[src/rtl/mac_lanes_pkg.sv]
// Shared mode codes, accumulate FSM encoding and result reduction for mac_lanes.
// MAC_SATURATE_EN selects clamping; the default build wraps.
package mac_lanes_pkg;

    localparam logic [1:0] MODE_MULT_ADD = 2'b00;
    localparam logic [1:0] MODE_ADD      = 2'b01;
    localparam logic [1:0] MODE_ACCUM    = 2'b10;
    localparam logic [1:0] MODE_MULT     = 2'b11;

    typedef enum logic {
        ST_IDLE = 1'b0,
        ST_RUN  = 1'b1
    } acc_state_e;

`ifdef MAC_SATURATE_EN
    localparam bit SAT_EN = 1'b1;
`else
    localparam bit SAT_EN = 1'b0;
`endif

    // Caller truncates the result to w bits; without clamping that truncation is the wrap.
    function automatic logic signed [63:0] reduce(input logic signed [63:0] sum,
                                                  input int unsigned w,
                                                  output logic sat);
        logic signed [63:0] hi;
        logic signed [63:0] lo;
        hi     = (64'sd1 <<< (w - 1)) - 64'sd1;
        lo     = -(64'sd1 <<< (w - 1));
        sat    = 1'b0;
        reduce = sum;
        if (SAT_EN && (sum > hi)) begin
            reduce = hi;
            sat    = 1'b1;
        end else if (SAT_EN && (sum < lo)) begin
            reduce = lo;
            sat    = 1'b1;
        end
    endfunction

endpackage

[src/rtl/mac_lane.sv]
// One lane: S1 product/addend registers, S2 result, accumulator and sticky sat flag.
// Latency 2 cycles; S1 advances on s1_en_i, S2 on s2_en_i, both held by the parent on stall.
// Saturation behaviour follows MAC_SATURATE_EN via mac_lanes_pkg::reduce.
module mac_lane
    import mac_lanes_pkg::*;
#(
    parameter int WIDTH_A   = 8,
    parameter int WIDTH_B   = 8,
    parameter int OUT_WIDTH = WIDTH_A + WIDTH_B
) (
    input  logic                        clk,
    input  logic                        rst,
    input  logic                        clear_i,
    input  logic                        s1_en_i,
    input  logic                        s2_en_i,
    input  logic [1:0]                  s2_mode_i,
    input  logic                        s2_last_i,
    input  logic signed [WIDTH_A-1:0]   a_i,
    input  logic signed [WIDTH_B-1:0]   b_i,
    input  logic signed [OUT_WIDTH-1:0] c_i,
    input  logic signed [OUT_WIDTH-1:0] d_i,
    output logic signed [OUT_WIDTH-1:0] data_o,
    output logic                        sat_o
);

    localparam int PW = WIDTH_A + WIDTH_B;
    localparam int SW = OUT_WIDTH + 1;

    logic signed [PW-1:0]        prod_q;
    logic signed [OUT_WIDTH-1:0] c_q, d_q, acc_q, data_q;
    logic                        acc_sat_q, sat_q;
    logic signed [SW-1:0]        p_ext, sum;
    logic signed [OUT_WIDTH-1:0] res;
    logic                        sat_now;

    always_ff @(posedge clk or posedge rst) begin
        if (rst) begin
            prod_q <= '0;
            c_q    <= '0;
            d_q    <= '0;
        end else if (clear_i) begin
            prod_q <= '0;
            c_q    <= '0;
            d_q    <= '0;
        end else if (s1_en_i) begin
            prod_q <= PW'(a_i) * PW'(b_i);
            c_q    <= c_i;
            d_q    <= d_i;
        end
    end

    always_comb begin
        sat_now = 1'b0;
        p_ext   = SW'(prod_q);
        case (s2_mode_i)
            MODE_MULT_ADD: sum = SW'(c_q) + p_ext;
            MODE_ADD:      sum = SW'(c_q) + SW'(d_q);
            MODE_ACCUM:    sum = SW'(acc_q) + p_ext;
            default:       sum = p_ext;
        endcase
        res = OUT_WIDTH'(reduce(64'(sum), OUT_WIDTH, sat_now));
    end

    always_ff @(posedge clk or posedge rst) begin
        if (rst) begin
            acc_q     <= '0;
            acc_sat_q <= 1'b0;
            data_q    <= '0;
            sat_q     <= 1'b0;
        end else if (clear_i) begin
            acc_q     <= '0;
            acc_sat_q <= 1'b0;
            data_q    <= '0;
            sat_q     <= 1'b0;
        end else if (s2_en_i) begin
            if (s2_mode_i == MODE_ACCUM) begin
                // Run closes: publish the total, then start the next run from zero.
                if (s2_last_i) begin
                    data_q    <= res;
                    sat_q     <= acc_sat_q | sat_now;
                    acc_q     <= '0;
                    acc_sat_q <= 1'b0;
                end else begin
                    acc_q     <= res;
                    acc_sat_q <= acc_sat_q | sat_now;
                end
            end else begin
                data_q <= res;
                sat_q  <= sat_now;
            end
        end
    end

    assign data_o = data_q;
    assign sat_o  = sat_q;

endmodule

[src/rtl/mac_lanes.sv]
// Multi-lane multiply/add/accumulate with valid/ready handshake and run-length ACCUM.
// Latency 2 cycles, 1 beat/cycle; whole pipeline holds while out_valid && !out_ready.
// Optional clamping datapath enabled by MAC_SATURATE_EN.
module mac_lanes
    import mac_lanes_pkg::*;
#(
    parameter int LANES     = 2,
    parameter int WIDTH_A   = 8,
    parameter int WIDTH_B   = 8,
    parameter int OUT_WIDTH = WIDTH_A + WIDTH_B,
    parameter int LEN_WIDTH = 8
) (
    input  logic                         clk,
    input  logic                         rst,
    input  logic                         clear,
    input  logic [1:0]                   mode,
    input  logic [LEN_WIDTH-1:0]         acc_len,
    input  logic                         in_valid,
    output logic                         in_ready,
    input  logic [LANES*WIDTH_A-1:0]     data_in_a,
    input  logic [LANES*WIDTH_B-1:0]     data_in_b,
    input  logic [LANES*OUT_WIDTH-1:0]   add_data_in_a,
    input  logic [LANES*OUT_WIDTH-1:0]   add_data_in_b,
    output logic                         out_valid,
    input  logic                         out_ready,
    output logic [LANES*OUT_WIDTH-1:0]   data_out,
    output logic                         out_last,
    output logic [LANES-1:0]             out_sat
);

    acc_state_e           state_q, state_d;
    logic [LEN_WIDTH-1:0] cnt_q, cnt_d;
    logic                 s1_vld_q, s1_last_q, out_valid_q, out_last_q;
    logic [1:0]           s1_mode_q, eff_mode;
    logic                 adv, accept, beat_last;

    assign adv      = !out_valid_q || out_ready;
    assign in_ready = adv && !clear && !rst;
    assign accept   = in_valid && in_ready;
    assign eff_mode = (state_q == ST_RUN) ? MODE_ACCUM : mode;

    always_comb begin
        state_d   = state_q;
        cnt_d     = cnt_q;
        beat_last = 1'b1;
        if (accept) begin
            case (state_q)
                ST_IDLE: begin
                    if (mode == MODE_ACCUM) begin
                        cnt_d = LEN_WIDTH'(1);
                        if (acc_len > LEN_WIDTH'(1)) begin
                            beat_last = 1'b0;
                            state_d   = ST_RUN;
                        end
                    end
                end
                ST_RUN: begin
                    cnt_d = cnt_q + LEN_WIDTH'(1);
                    // >= rather than == so a shortened acc_len mid-run still terminates.
                    if (((LEN_WIDTH+1)'(cnt_q) + (LEN_WIDTH+1)'(1)) >= (LEN_WIDTH+1)'(acc_len))
                        state_d = ST_IDLE;
                    else
                        beat_last = 1'b0;
                end
                default: state_d = ST_IDLE;
            endcase
        end
    end

    always_ff @(posedge clk or posedge rst) begin
        if (rst) begin
            state_q     <= ST_IDLE;
            cnt_q       <= '0;
            s1_vld_q    <= 1'b0;
            s1_mode_q   <= MODE_MULT_ADD;
            s1_last_q   <= 1'b0;
            out_valid_q <= 1'b0;
            out_last_q  <= 1'b0;
        end else if (clear) begin
            state_q     <= ST_IDLE;
            cnt_q       <= '0;
            s1_vld_q    <= 1'b0;
            s1_mode_q   <= MODE_MULT_ADD;
            s1_last_q   <= 1'b0;
            out_valid_q <= 1'b0;
            out_last_q  <= 1'b0;
        end else begin
            state_q <= state_d;
            cnt_q   <= cnt_d;
            if (adv) begin
                s1_vld_q    <= accept;
                s1_mode_q   <= eff_mode;
                s1_last_q   <= beat_last;
                out_valid_q <= s1_vld_q && ((s1_mode_q != MODE_ACCUM) || s1_last_q);
                out_last_q  <= s1_last_q;
            end
        end
    end

    assign out_valid = out_valid_q;
    assign out_last  = out_last_q;

    for (genvar i = 0; i < LANES; i++) begin : g_lane
        mac_lane #(
            .WIDTH_A   (WIDTH_A),
            .WIDTH_B   (WIDTH_B),
            .OUT_WIDTH (OUT_WIDTH)
        ) u_lane (
            .clk       (clk),
            .rst       (rst),
            .clear_i   (clear),
            .s1_en_i   (adv),
            .s2_en_i   (adv && s1_vld_q),
            .s2_mode_i (s1_mode_q),
            .s2_last_i (s1_last_q),
            .a_i       (data_in_a[i*WIDTH_A +: WIDTH_A]),
            .b_i       (data_in_b[i*WIDTH_B +: WIDTH_B]),
            .c_i       (add_data_in_a[i*OUT_WIDTH +: OUT_WIDTH]),
            .d_i       (add_data_in_b[i*OUT_WIDTH +: OUT_WIDTH]),
            .data_o    (data_out[i*OUT_WIDTH +: OUT_WIDTH]),
            .sat_o     (out_sat[i])
        );
    end

endmodule
[config.mk]
export PLATFORM = sky130hd
export DESIGN_NAME = mac_lanes
export DESIGN_NICKNAME = d
export VERILOG_FILES = /design/src/rtl/mac_lanes_pkg.sv /design/src/rtl/mac_lane.sv /design/src/rtl/mac_lanes.sv
export SDC_FILE = /design/constraint.sdc
export NUM_CORES = 1
export LEC_CHECK = 0
export CAP_MARGIN = 25
export CELL_PAD_IN_SITES_DETAIL_PLACEMENT = 1
export CELL_PAD_IN_SITES_GLOBAL_PLACEMENT = 1
export CORE_ASPECT_RATIO = 0.9
export CORE_MARGIN = 5
export CORE_UTILIZATION = 30
export CTS_BUF_LIST = sky130_fd_sc_hd__clkbuf_2 sky130_fd_sc_hd__clkbuf_4 sky130_fd_sc_hd__clkbuf_8
export DETAILED_ROUTE_END_ITERATION = 8
export GPL_ROUTABILITY_DRIVEN = 0
export HOLD_SLACK_MARGIN = 0.03
export PLACE_DENSITY_LB_ADDON = 0.1
export SLEW_MARGIN = 30
export SYNTH_ARGS = -nofsm -noshare
export SYNTH_HDL_FRONTEND = slang
export SYNTH_SLANG_ARGS = --single-unit
[constraint.sdc]
create_clock -name clk -period 6.7 [get_ports clk]
set_input_delay 1.34 -clock clk [delete_from_list [all_inputs] [get_ports clk]]
set_output_delay 1.34 -clock clk [all_outputs]
set_load 0.05 [all_outputs]
==> key figures, run 1 <==
Detailed routing
  • First-pass DRT Iterations: 5
  • Avg WL per Cell: 19.3 um
  • Final Routed Wirelength: 52300 um
  • Vias per cell: 5.01
  • Remaining DRCs: 0
  • Routed Antenna Nets: 0
  • Vias: between 10000 and 15000
  • Starting DRT DRC Count: 568

GRT
  • First-pass GRT wire length: 84100 um
  • Initial antenna violation count: 2
  • Number of global-route vias before repair: 14800
  • GRT Total Usage: a little under a fifth
  • Pin count of the biggest net entering global routing: 104
  • Total grt overflow: 0

Floorplan
  • CORE AREA: about 0.053 mm^2
  • I/O pin count: 148
  • Die Area: between 0.05 and 0.06 mm^2
  • Initial Utilization: 30.4%
  • Die H: about 230 um
  • # rows: 80
  • Chip Width: 255 um

Clocking
  • Post-CTS Setup Inserts: 0
  • Worst-path clk slew: 0.09 ns
  • Num CTS Buffers: 17
  • Clk_lat worst skew: 0.51 ns
  • Post-CTS Resized: 0
  • Max clock buf depth: 2
  • Root Driver: clkbuf_8
  • H-Tree Depth: 4
  • CTS tree: built
  • Post-CTS Hold Buffers: 0
  • Clock sinks: between 150 and 200

Pwr
  • Peak supply drop: 154 uV
  • Pleak: 8.88 nW
  • Power per cell area: around 270 mW/mm^2

Cells and area
  • Final nets: about 2400
  • P&R area growth vs syn: 16.5%
  • Fillcell total: 6326
  • Fraction of layout cells with a size suffix above 1: under 10%
  • Final Cell Area: between 0.015 and 0.02 mm^2

Placed design
  • Port Buffers: 145
  • Pre-CTS setup slack: 0.588 ns
  • DPL Wire Length: 40800 um
  • DP Area: 0.0184 mm^2

Yosys
  • XOR/XNOR Fraction of Synth Area: 3.84%
  • Top FF cell, synth: dfrtp_1
  • Synth top area share: 27.1%
  • Post-Syn Instances: 1903
  • Adder-cell share of the synthesized area: 23.9%
  • Post-synth EDFFs: 0
  • Async set-reset flop share out of synthesis: 100%
  • Largest cells by area after synthesis: dfrtp_1 27%, fa_1 14%, ha_1 9.8%
  • Mean post-synth cell area: ~8.5 um^2
  • #FFs+latches synth: 175
  • Mapped Area: around 0.016 mm^2
  • Area leader, netlist: dfrtp_1
  • Yosys warnings: 0
  • Multiplexer share of the synthesized area: 1.99%
  • Largest family of logic cells by synthesized area: adder cells
  • Post-synthesis sequential area ratio: 27.1%
  • Simple-gate portion of the synthesized area: 19.4%
  • Netlist cell types: 78
  • Synth Area in Compound Gates: 17.5%

Min path
  • Worst min-delay path category: register to register
  • Hold path cells: 2
  • HP Start: g_lane[0].u_lane.acc_q[15]
  • Hold EP: g_lane[0].u_lane.acc_q[15]

Status
  • Status: finished clean

Run
  • Max-Cap Viols: 0

Critical path
  • Kind of critical path: primary input to register
  • Largest fanout on the critical path: 8
  • FF-to-FF path depth: 15
  • CP startpoint kind: primary input
  • Worst Path Buf+Inv: 5
  • Crit path cell chain: clkdlybuf4s50_1 > and2_1 > fa_1 > inv_1 > fa_1 > inv_1 > fa_1 > inv_1 > fa_1 > inv_1 > ha_1 > o21ai_0 > o21bai_1 > a31o_2 > a211oi_1 > a21oi_1 > xnor2_1 > a21oi_1
  • Slowest stage delay, CP: 0.55 ns
  • CP top delay family: adder cells
  • Arrival @ worst endpoint: slightly below 6 ns
  • Worst r2r src: s1_mode_q[1]
  • CP endpoint kind: register
  • Critical Path RT: 7.05 ns
  • Worst R2R Setup Slack: 2.75 ns
  • Worst r2r dst: g_lane[0].u_lane.data_o[14]
  • CP Launch Point: data_in_b[10]
  • CP max stage cell: clkdlybuf4s50_1

Timing
  • Final WS setup: 1.15 ns
  • Setup TNS: 0 ns
  • Rel. slew slack: 34.7%
  • Final setup viols: 0
  • Hold Violations, Final: 0
  • Clk_skew: 0.0177 ns
  • Max Clock Freq: roughly 180 MHz
  • Hold Slack: 0.478 ns
  • Ratio of final minimum period to clock period: 82.8%
  • Max Slew Vio Count: 0
  • RSZ-0062 raised after global routing: false
  • Minimum clock period: 5.55 ns
  • Measured slew at the worst slew-check pin: 0.974 ns
## Yosys cell counts, types with 5 or more instances
cell type / n
nand2_1: 375
inv_1: 186
dfrtp_1: 175
a21oi_1: 149
ha_1: 127
fa_1: 114
and2_1: 88
nor2_1: 79
o21ai_0: 73
clkbuf_1: 60
xnor2_1: 52
a21o_1: 31
a211oi_1: 28
nand3_1: 28
nor2b_1: 27
nor3_1: 21
xor2_1: 19
a22o_1: 18
mux2_2: 17
o21a_1: 17
nand2b_1: 16
o31ai_1: 14
mux2i_1: 13
o21bai_1: 13
and3_1: 12
o211ai_1: 11
a31oi_1: 10
buf_1: 10
nand4_1: 7
a31o_2: 6
nor4_1: 6
a211o_1: 5
a41oi_1: 5
nor4b_1: 5
o21ai_1: 5
o221ai_1: 5
o22ai_1: 5
## logic make-up after synthesis
kind of cell	Yosys count
flops	175
buf+inv	265
simple gates	685
fa+ha+maj	241
compound gates	435
mux	30
xor+xnor	71
other cells	1
## metal layers
| metal | global-route usage (%) | up-vias | routed length (um) |
|---|---|---|---|
| met5 | 0 | - | 9 |
| met4 | 3.57 | 2 | 616 |
| met3 | 2.61 | 33 | 1620 |
| met2 | 29.0 | 150 | 24000 |
| met1 | 26.0 | 6814 | 26000 |
| li1 | - | 6596 | - |
## through the flow
step	total power [mW]	util (%)	cells
6_report	5.12	35.4	2716
5_1_grt	5.62	35.4	2716
4_1_cts	5.21	35.4	2715
3_5_place_dp	4.28	34.5	2684
3_3_place_gp	4.22	34.5	2683
2_1_floorplan	3.45	-	1904
## report_power, final
part | leakage (nW) | switching (mW) | internal (mW)
Sequential | 2.31 | 0.173 | 1.21
Combinational | 6.35 | 1.63 | 1.21
Clock | 0.221 | 0.422 | 0.469
## tightest hold or removal path, stage by stage (launching register included)
cell,delay [ns]
dfrtp_1,0.35
nand2_1,0.05
nand2_1,0.05
## worst max-delay path by stage
stage                                        to  slack (ns)  cells past startpoint
CTS                 g_lane[1].u_lane.prod_q[15]        1.16                     18
global placement    g_lane[1].u_lane.prod_q[15]        0.71                     18
detailed placement  g_lane[1].u_lane.prod_q[15]        0.59                     18
finish              g_lane[1].u_lane.prod_q[15]        1.15                     18
global route        g_lane[1].u_lane.prod_q[15]        0.90                     18
floorplan                              cnt_q[0]        0.61                      1
## placed cells by master, fill, tap and decap left out, types with 11 or more instances in the layout
cell and instances:
o21bai_1 13, and2_1 88, nor2_1 77, o31ai_1 14, a22o_1 18, nand2_1 375
nor2b_1 25, a211oi_1 28, o21ai_0 73, fa_1 114, o21a_1 17, mux2_2 17
and3_1 12, mux2i_1 13, nand2b_1 15, nor3_1 20, inv_1 185, xnor2_1 52
clkdlybuf4s50_1 144, o211ai_1 11, buf_4 16, clkbuf_8 19, a21oi_1 149, xor2_1 19
ha_1 127, dfrtp_1 174, nand3_1 28, a21o_1 31
## flip-flops by register name, indices dropped and copies added, names as in the netlist, 2 cells and up
name and count:
g_lane.u_lane.c_q 32, g_lane.u_lane.acc_q 32, g_lane.u_lane.prod_q 32, g_lane.u_lane.d_q 32, g_lane.u_lane.data_o 32, s1_mode_q 2, cnt_q 8
## area by class of cell
type                            instances  area (um^2)  area share (%)
Inverter                              187          714            3.79
Clock buffer                           21          277            1.47
Clock inverter                         10          185           0.982
Multi-Input combinational cell       1464        10800            57.5
Antenna cell                            1         2.50          0.0133
Tap cell                              697          872            4.63
Sequential cell                       175         4380            23.2
Timing Repair Buffer                  161         1580            8.39
Note: power is estimated with default switching activity, not from simulation.
==> run 2, diff against run 1 <==
==> constraint.sdc (replaced) <==
create_clock -name clk -period 5 [get_ports clk]
set_input_delay 1 -clock clk [delete_from_list [all_inputs] [get_ports clk]]
set_output_delay 1 -clock clk [all_outputs]
set_load 0.05 [all_outputs]
==> run 2 against run 1 <==
Net effect:
- power up 43%
- first-iteration DRC count down 14%
- worst setup slack worse by 1.0 ns
- highest routed layer unchanged
==> key figures, run 2 (synthesized netlist as in run 1, its figures left out) <==
Clocking
  • Max clock buf depth: 2 (unchanged)
  • Clk_lat worst skew: 0.52 ns (was 0.51 ns)
  • Post-CTS Hold Buffers: 0 (unchanged)
  • Root Driver: clkbuf_8 (unchanged)
  • Worst-path clk slew: 0.09 ns (about the same)
  • CTS tree: built (unchanged)
  • Clock sinks: 175 (unchanged)
  • Num CTS Buffers: 17 (unchanged)
  • H-Tree Depth: 4 (unchanged)

Critical path
  • Arrival @ worst endpoint: 5.21 ns (was 5.89 ns)
  • Worst Path Buf+Inv: 5 (unchanged)
  • CP Launch Point: data_in_b[4] (was data_in_b[10])
  • CP top delay family: adder cells (unchanged)
  • CP Depth: 17 (was 18)
  • Worst r2r src: s1_mode_q[0] (was s1_mode_q[1])
  • Kind of critical path: primary input to register (unchanged)
  • Crit path cell chain: clkdlybuf4s50_1 > buf_4 > nand2_1 > fa_1 > inv_1 > fa_1 > fa_1 > inv_1 > fa_1 > inv_1 > ha_1 > a21o_1 > a31o_2 > a211oi_2 > a21oi_1 > xnor2_1 > a21oi_1 (was clkdlybuf4s50_1 > and2_1 > fa_1 > inv_1 > fa_1 > inv_1 > fa_1 > inv_1 > fa_1 > inv_1 > ha_1 > o21ai_0 > o21bai_1 > a31o_2 > a211oi_1 > a21oi_1 > xnor2_1 > a21oi_1)
  • Largest fanout on the critical path: 4 (was 8)
  • FF-to-FF path depth: 13 (was 15)
  • Slowest stage delay, CP: 0.52 ns (was 0.55 ns)
  • CP endpoint kind: register (unchanged)
  • Critical Path RT: 5.36 ns (was 7.05 ns)
  • Most frequent CP cell: fa_1
  • CP max stage cell: clkdlybuf4s50_1 (unchanged)
  • CP startpoint kind: primary input (unchanged)

Min path
  • Worst min-delay path category: register to register (unchanged)
  • HP Start: g_lane[0].u_lane.acc_q[15] (unchanged)
  • Hold path cells: 2 (unchanged)

Placed design
  • Placed Cells: 2791 (was 2684)
  • DP Area: 0.0192 mm^2 (was 0.0184 mm^2)
  • Port Buffers: 145 (unchanged)
  • Pre-CTS setup slack: -0.733 ns (was 0.588 ns)
  • DPL Wire Length: 41700 um (was 40800 um)

Cells and area
  • P&R area growth vs syn: 22.1% (was 16.5%)
  • Layout Utilization: 37.1% (was 35.4%)
  • Fillcell total: 6293 (was 6326)
  • Post-Layout Cell Count: 2821 (was 2716)
  • Fraction of layout cells with a size suffix above 1: 10.4% (was 4.61%)
  • Final Cell Area: 0.0198 mm^2 (was 0.0188 mm^2)
  • Most frequent cells in the layout: 375 x nand2_1, 184 x inv_1, 174 x dfrtp_1 (was 375 x nand2_1, 185 x inv_1, 174 x dfrtp_1)
  • Final nets: 2466 (was 2358)
  • Most common cell after layout, fill and taps aside: nand2_1 (unchanged)

Pwr
  • Switch share: 42.6% (was 43.5%)
  • Peak supply drop: 191 uV (was 154 uV)
  • Combinational fraction of design power: 60.1% (was 55.6%)
  • Sequential power share: 25.3% (was 27.0%)
  • Pleak: 9.55 nW (was 8.88 nW)
  • Int Pwr: 4.22 mW (was 2.89 mW)
  • Clock share of power: 14.6% (was 17.4%)
  • Power per cell area: 372 mW/mm^2 (was 272 mW/mm^2)
  • Tot Pwr: 7.34 mW (was 5.12 mW)
  • Sw Pwr: 3.13 mW (was 2.23 mW)

Timing
  • RSZ-0062 raised after global routing: false (unchanged)
  • Minimum clock period: 4.86 ns
  • Final setup viols: 0 (unchanged)
  • Max Clock Freq: 206 MHz
  • Ratio of final minimum period to clock period: 97.1%
  • Clk_skew: 0.0129 ns (was 0.0177 ns)
  • Max Slew Vio Count: 0 (unchanged)
  • Hold Violations, Final: 0 (unchanged)
  • Rel. slew slack: 32.0% (was 34.7%)
  • Final WS setup: 0.143 ns (was 1.15 ns)
  • Measured slew at the worst slew-check pin: 1.02 ns (was 0.974 ns)

Detailed routing
  • Avg WL per Cell: 18.7 um (was 19.3 um)
  • Final Routed Wirelength: 52800 um (was 52300 um)
  • Vias: 14100 (was 13600)
  • Remaining DRCs: 0 (unchanged)
  • First-pass DRT Iterations: 5 (unchanged)
  • Routed Antenna Nets: 0 (unchanged)
  • Vias per cell: 4.99 (was 5.01)
  • Starting DRT DRC Count: 491 (was 568)

Floorplan
  • CORE AREA: 0.0533 mm^2 (unchanged)
  • Chip Width: 255 um (unchanged)
  • Die Area: 0.0587 mm^2 (unchanged)
  • I/O pin count: 148 (unchanged)
  • Die H: 230 um (unchanged)
  • Initial Utilization: 30.4% (unchanged)
  • # rows: 80 (unchanged)

GRT
  • Number of global-route vias before repair: 15200 (was 14800)
  • Initial antenna violation count: 2 (unchanged)
  • Met3 Use GR: 2.73% (was 2.61%)
  • Met1 usage in global routing: 25.9% (was 26.0%)
  • Pin count of the biggest net entering global routing: 115 (was 104)
  • GRT Total Usage: 18.1% (was 18.0%)
  • Most used routing layer: met2 (unchanged)
  • First-pass GRT wire length: 84900 um (was 84100 um)
  • Total grt overflow: 0 (unchanged)
  • Routing usage on met2: 29.1% (was 29.0%)

Run
  • Max-Cap Viols: 0 (unchanged)

Status
  • Status: finished clean (unchanged)
run 2: worst paths after layout:
path	endpoint	slack [ns]
worst min register to register	g_lane[0].u_lane.acc_q[15]	0.48
worst min-delay path	g_lane[0].u_lane.acc_q[15]	0.48
worst max register to register	g_lane[1].u_lane.acc_q[12]	1.41
min in group asynchronous	g_lane[0].u_lane.data_o[5]	0.81
worst max-delay path	g_lane[0].u_lane.prod_q[15]	0.14
max in group asynchronous	g_lane[1].u_lane.prod_q[0]	3.29
run 2: worst reg2reg max path: stages (launching register included):
cell and delay, ns:
dfrtp_2 0.43, nor2b_2 0.45, buf_4 0.34, nand2_1 0.10, nand2_1 0.09, inv_1 0.06
fa_1 0.39, nand2b_1 0.20, a21oi_1 0.30, o21ai_2 0.16, a21oi_1 0.25, mux2i_1 0.13
a311oi_1 0.42, o21ai_0 0.14
run 2: cell type report:
cell class	count	area (um^2)	share of cell area, %
diodes	1	2.50	0.0127
multi-input cells	1464	11000	55.5
repair buffers	269	2440	12.3
well taps	697	872	4.41
inverters	187	706	3.57
clock buffers	21	283	1.43
flip-flops and latches	175	4380	22.2
clock inverters	7	113	0.570
run 2: power groups by stage:
stage | clock network (mW) | registers, mW | logic [mW]
final | 1.07 | 1.86 | 4.41
after global routing | 1.16 | 1.88 | 5.01
after CTS | 1.12 | 1.86 | 4.39
after detailed placement | 0 | 1.88 | 4.33
after global placement | 0 | 1.88 | 4.22
after floorplan | 0 | 1.91 | 2.71
run 2: metrics by stage:
step / hold slack [ns] / setup TNS [ns]
after detailed placement: 0.458 / -7.71
after global placement: 0.452 / -5.95
after global routing: 0.506 / 0
final: 0.479 / 0
after floorplan: 0.438 / 0
after CTS: 0.480 / 0
run 2: repair_timing:
action,CTS,global route
setup endpoints to repair,6,12
gates resized for setup,6,43
pin swaps,0,12
setup buffers,0,1
run 2: metal layers:
layer,vias to the layer above,share of wire (%)
li1,6813,-
met1,7032,48
met2,189,46
met3,40,3.9
met4,2,1.3
met5,-,0.030
==> run 3, diff against run 2 <==
--- a/config.mk
+++ b/config.mk
@@ -9,7 +9,7 @@
 export CELL_PAD_IN_SITES_DETAIL_PLACEMENT = 1
 export CELL_PAD_IN_SITES_GLOBAL_PLACEMENT = 1
 export CORE_ASPECT_RATIO = 0.9
-export CORE_MARGIN = 5
+export CORE_MARGIN = 8
 export CORE_UTILIZATION = 30
 export CTS_BUF_LIST = sky130_fd_sc_hd__clkbuf_2 sky130_fd_sc_hd__clkbuf_4 sky130_fd_sc_hd__clkbuf_8
 export DETAILED_ROUTE_END_ITERATION = 8
==> run 3 against run 2 <==
Net effect:
- count of clock-buffer cells in the layout grew 1
- critical endpoint is now g_lane[1].u_lane.prod_q[14]
- highest routed layer is now met4
- sequential cell count stayed put
- largest cell class unchanged
- hold slack improved by 0.0078 ns
==> key figures, run 3 (synthesized netlist as in run 1, its figures left out) <==
Cells and area
  • Fillcell total: 6246 (was 6293)
  • Layout Utilization: 37.3% (was 37.1%)
  • P&R area growth vs syn: 22.6% (was 22.1%)
  • Most common cell after layout, fill and taps aside: nand2_1 (unchanged)
  • Post-Layout Cell Count: 2826 (was 2821)
  • Most frequent cells in the layout: 375 x nand2_1, 185 x inv_1, 174 x dfrtp_1 (was 375 x nand2_1, 184 x inv_1, 174 x dfrtp_1)
  • Fraction of layout cells with a size suffix above 1: 10.8% (was 10.4%)
  • Final nets: 2467 (was 2466)
  • Final Cell Area: 0.0198 mm^2 (about the same)

Critical path
  • CP startpoint kind: primary input (unchanged)
  • CP max stage cell: fa_1 (was clkdlybuf4s50_1)
  • Critical Path RT: 5.40 ns (was 5.36 ns)
  • Worst Path Buf+Inv: 4 (was 5)
  • CP endpoint kind: register (unchanged)
  • Crit path cell chain: clkdlybuf4s50_1 > buf_4 > and2_1 > ha_1 > fa_1 > inv_1 > fa_1 > fa_1 > inv_1 > ha_1 > a21o_1 > a21oi_4 > o21bai_1 > a31o_2 > a41oi_2 > mux2i_1 > nand2_1 (was clkdlybuf4s50_1 > buf_4 > nand2_1 > fa_1 > inv_1 > fa_1 > fa_1 > inv_1 > fa_1 > inv_1 > ha_1 > a21o_1 > a31o_2 > a211oi_2 > a21oi_1 > xnor2_1 > a21oi_1)
  • Worst R2R Setup Slack: 1.35 ns (was 1.41 ns)
  • FF-to-FF path depth: 14 (was 13)
  • Arrival @ worst endpoint: 5.24 ns (was 5.21 ns)
  • Kind of critical path: primary input to register (unchanged)
  • CP Depth: 17 (unchanged)
  • Largest fanout on the critical path: 5 (was 4)
  • CP top delay family: adder cells (unchanged)
  • Slowest stage delay, CP: 0.52 ns (about the same)
  • Most frequent CP cell: fa_1 (unchanged)

Pwr
  • Power per cell area: 376 mW/mm^2 (was 372 mW/mm^2)
  • Peak supply drop: 196 uV (was 191 uV)
  • Tot Pwr: 7.47 mW (was 7.34 mW)
  • Pleak: 9.57 nW (was 9.55 nW)

GRT
  • Pin count of the biggest net entering global routing: 73 (was 115)
  • Initial antenna violation count: 1 (was 2)
  • GRT Total Usage: 17.5% (was 18.1%)
  • First-pass GRT wire length: 86300 um (was 84900 um)
  • Total grt overflow: 0 (unchanged)
  • Number of global-route vias before repair: 15300 (was 15200)

Clocking
  • Num CTS Buffers: 17 (unchanged)
  • CTS tree: built (unchanged)
  • Post-CTS Hold Buffers: 0 (unchanged)
  • Clk_lat worst skew: 0.53 ns (was 0.52 ns)
  • Root Driver: clkbuf_8 (unchanged)
  • H-Tree Depth: 4 (unchanged)
  • Max clock buf depth: 2 (unchanged)
  • Worst-path clk slew: 0.09 ns (about the same)
  • Clock sinks: 175 (unchanged)

Floorplan
  • Chip Width: 261 um (was 255 um)
  • Die H: 236 um (was 230 um)
  • # rows: 80 (unchanged)
  • Die Area: 0.0616 mm^2 (was 0.0587 mm^2)
  • I/O pin count: 148 (unchanged)
  • CORE AREA: 0.0532 mm^2 (was 0.0533 mm^2)
  • Initial Utilization: 30.4% (about the same)

Detailed routing
  • Routed Antenna Nets: 0 (unchanged)
  • Uppermost layer routed: met4 (was met5)
  • First-pass DRT Iterations: 5 (unchanged)
  • Vias: 14100 (about the same)
  • Final Routed Wirelength: 53900 um (was 52800 um)
  • Avg WL per Cell: 19.1 um (was 18.7 um)
  • Met2 WL: 25000 um (was 24500 um)
  • Metal-1 WL: 26200 um (was 25500 um)
  • Starting DRT DRC Count: 521 (was 491)
  • Vias per cell: 5.01 (was 4.99)
  • Remaining DRCs: 0 (unchanged)
  • Met3 wire length: 1800 um (was 2070 um)

Min path
  • Hold path cells: 2 (unchanged)
  • Worst min-delay path category: register to register (unchanged)

Placed design
  • Port Buffers: 145 (unchanged)
  • DP Area: 0.0192 mm^2 (about the same)
  • Pre-CTS setup slack: -0.720 ns (was -0.733 ns)
  • Placed Cells: 2790 (was 2791)
  • DPL Wire Length: 42500 um (was 41700 um)

Timing
  • Measured slew at the worst slew-check pin: 0.905 ns (was 1.02 ns)
  • Hold Violations, Final: 0 (unchanged)
  • Hold Slack: 0.487 ns (was 0.479 ns)
  • Final setup viols: 0 (unchanged)
  • RSZ-0062 raised after global routing: false (unchanged)
  • Max Slew Vio Count: 0 (unchanged)
  • Max Clock Freq: 207 MHz (was 206 MHz)
  • Setup TNS: 0 ns (unchanged)
  • Rel. slew slack: 39.4% (was 32.0%)
  • Clk_skew: 0.0236 ns (was 0.0129 ns)
  • Ratio of final minimum period to clock period: 96.7% (was 97.1%)
  • Final WS setup: 0.164 ns (was 0.143 ns)
  • Minimum clock period: 4.84 ns (was 4.86 ns)

Run
  • Max-Cap Viols: 0 (unchanged)

Status
  • Status: finished clean (unchanged)
## run 3: power breakdown
group	switching, mW	leakage [nW]	internal, mW
Clock	0.569	0.227	0.586
Combinational	2.38	7.03	2.08
Sequential	0.235	2.31	1.62
Total	3.19	9.57	4.28
## run 3: what timing repair did
item / CTS / global route
pin swaps: 0 / 15
buffers inserted: 0 / 3
setup endpoints to repair: 4 / 11
cloned: 0 / 0
gates resized for setup: 3 / 49
## run 3: path summary, 6_finish.rpt
check | start | end
min | g_lane[0].u_lane.acc_q[15] | g_lane[0].u_lane.acc_q[15]
max in group asynchronous | rst | g_lane[0].u_lane.prod_q[4]
max | data_in_b[8] | g_lane[1].u_lane.prod_q[14]
min reg2reg | g_lane[0].u_lane.acc_q[15] | g_lane[0].u_lane.acc_q[15]
min in group asynchronous | rst | state_q
max reg2reg | s1_mode_q[1] | g_lane[0].u_lane.data_o[14]
## run 3: final cells by class
cell class	instances	area, um^2	share of cell area (%)
Antenna cell	1	2.50	0.0126
Clock buffer	22	284	1.43
Clock inverter	10	160	0.807
Inverter	187	706	3.56
Multi-Input combinational cell	1464	11000	55.3
Sequential cell	175	4380	22.1
Tap cell	697	872	4.39
Timing Repair Buffer	270	2460	12.4
## run 3: per-layer routing
metal  global-route usage (%)  up-vias
met4                     4.77        0
met5                        0        -
met2                     28.7      175
li1                         -     6814
met1                     23.9     7112
met3                     2.52       45
## run 3: worst reg2reg max path, delay by kind of cell (launching register included)
family	cells	cell delay [ns]
adder cells (fa/ha/maj)	2	0.59
AND/OR/NAND/NOR	6	1.19
buffers and inverters	2	0.49
AO/OA/AOI/OAI	4	0.86
flip-flops	1	0.42
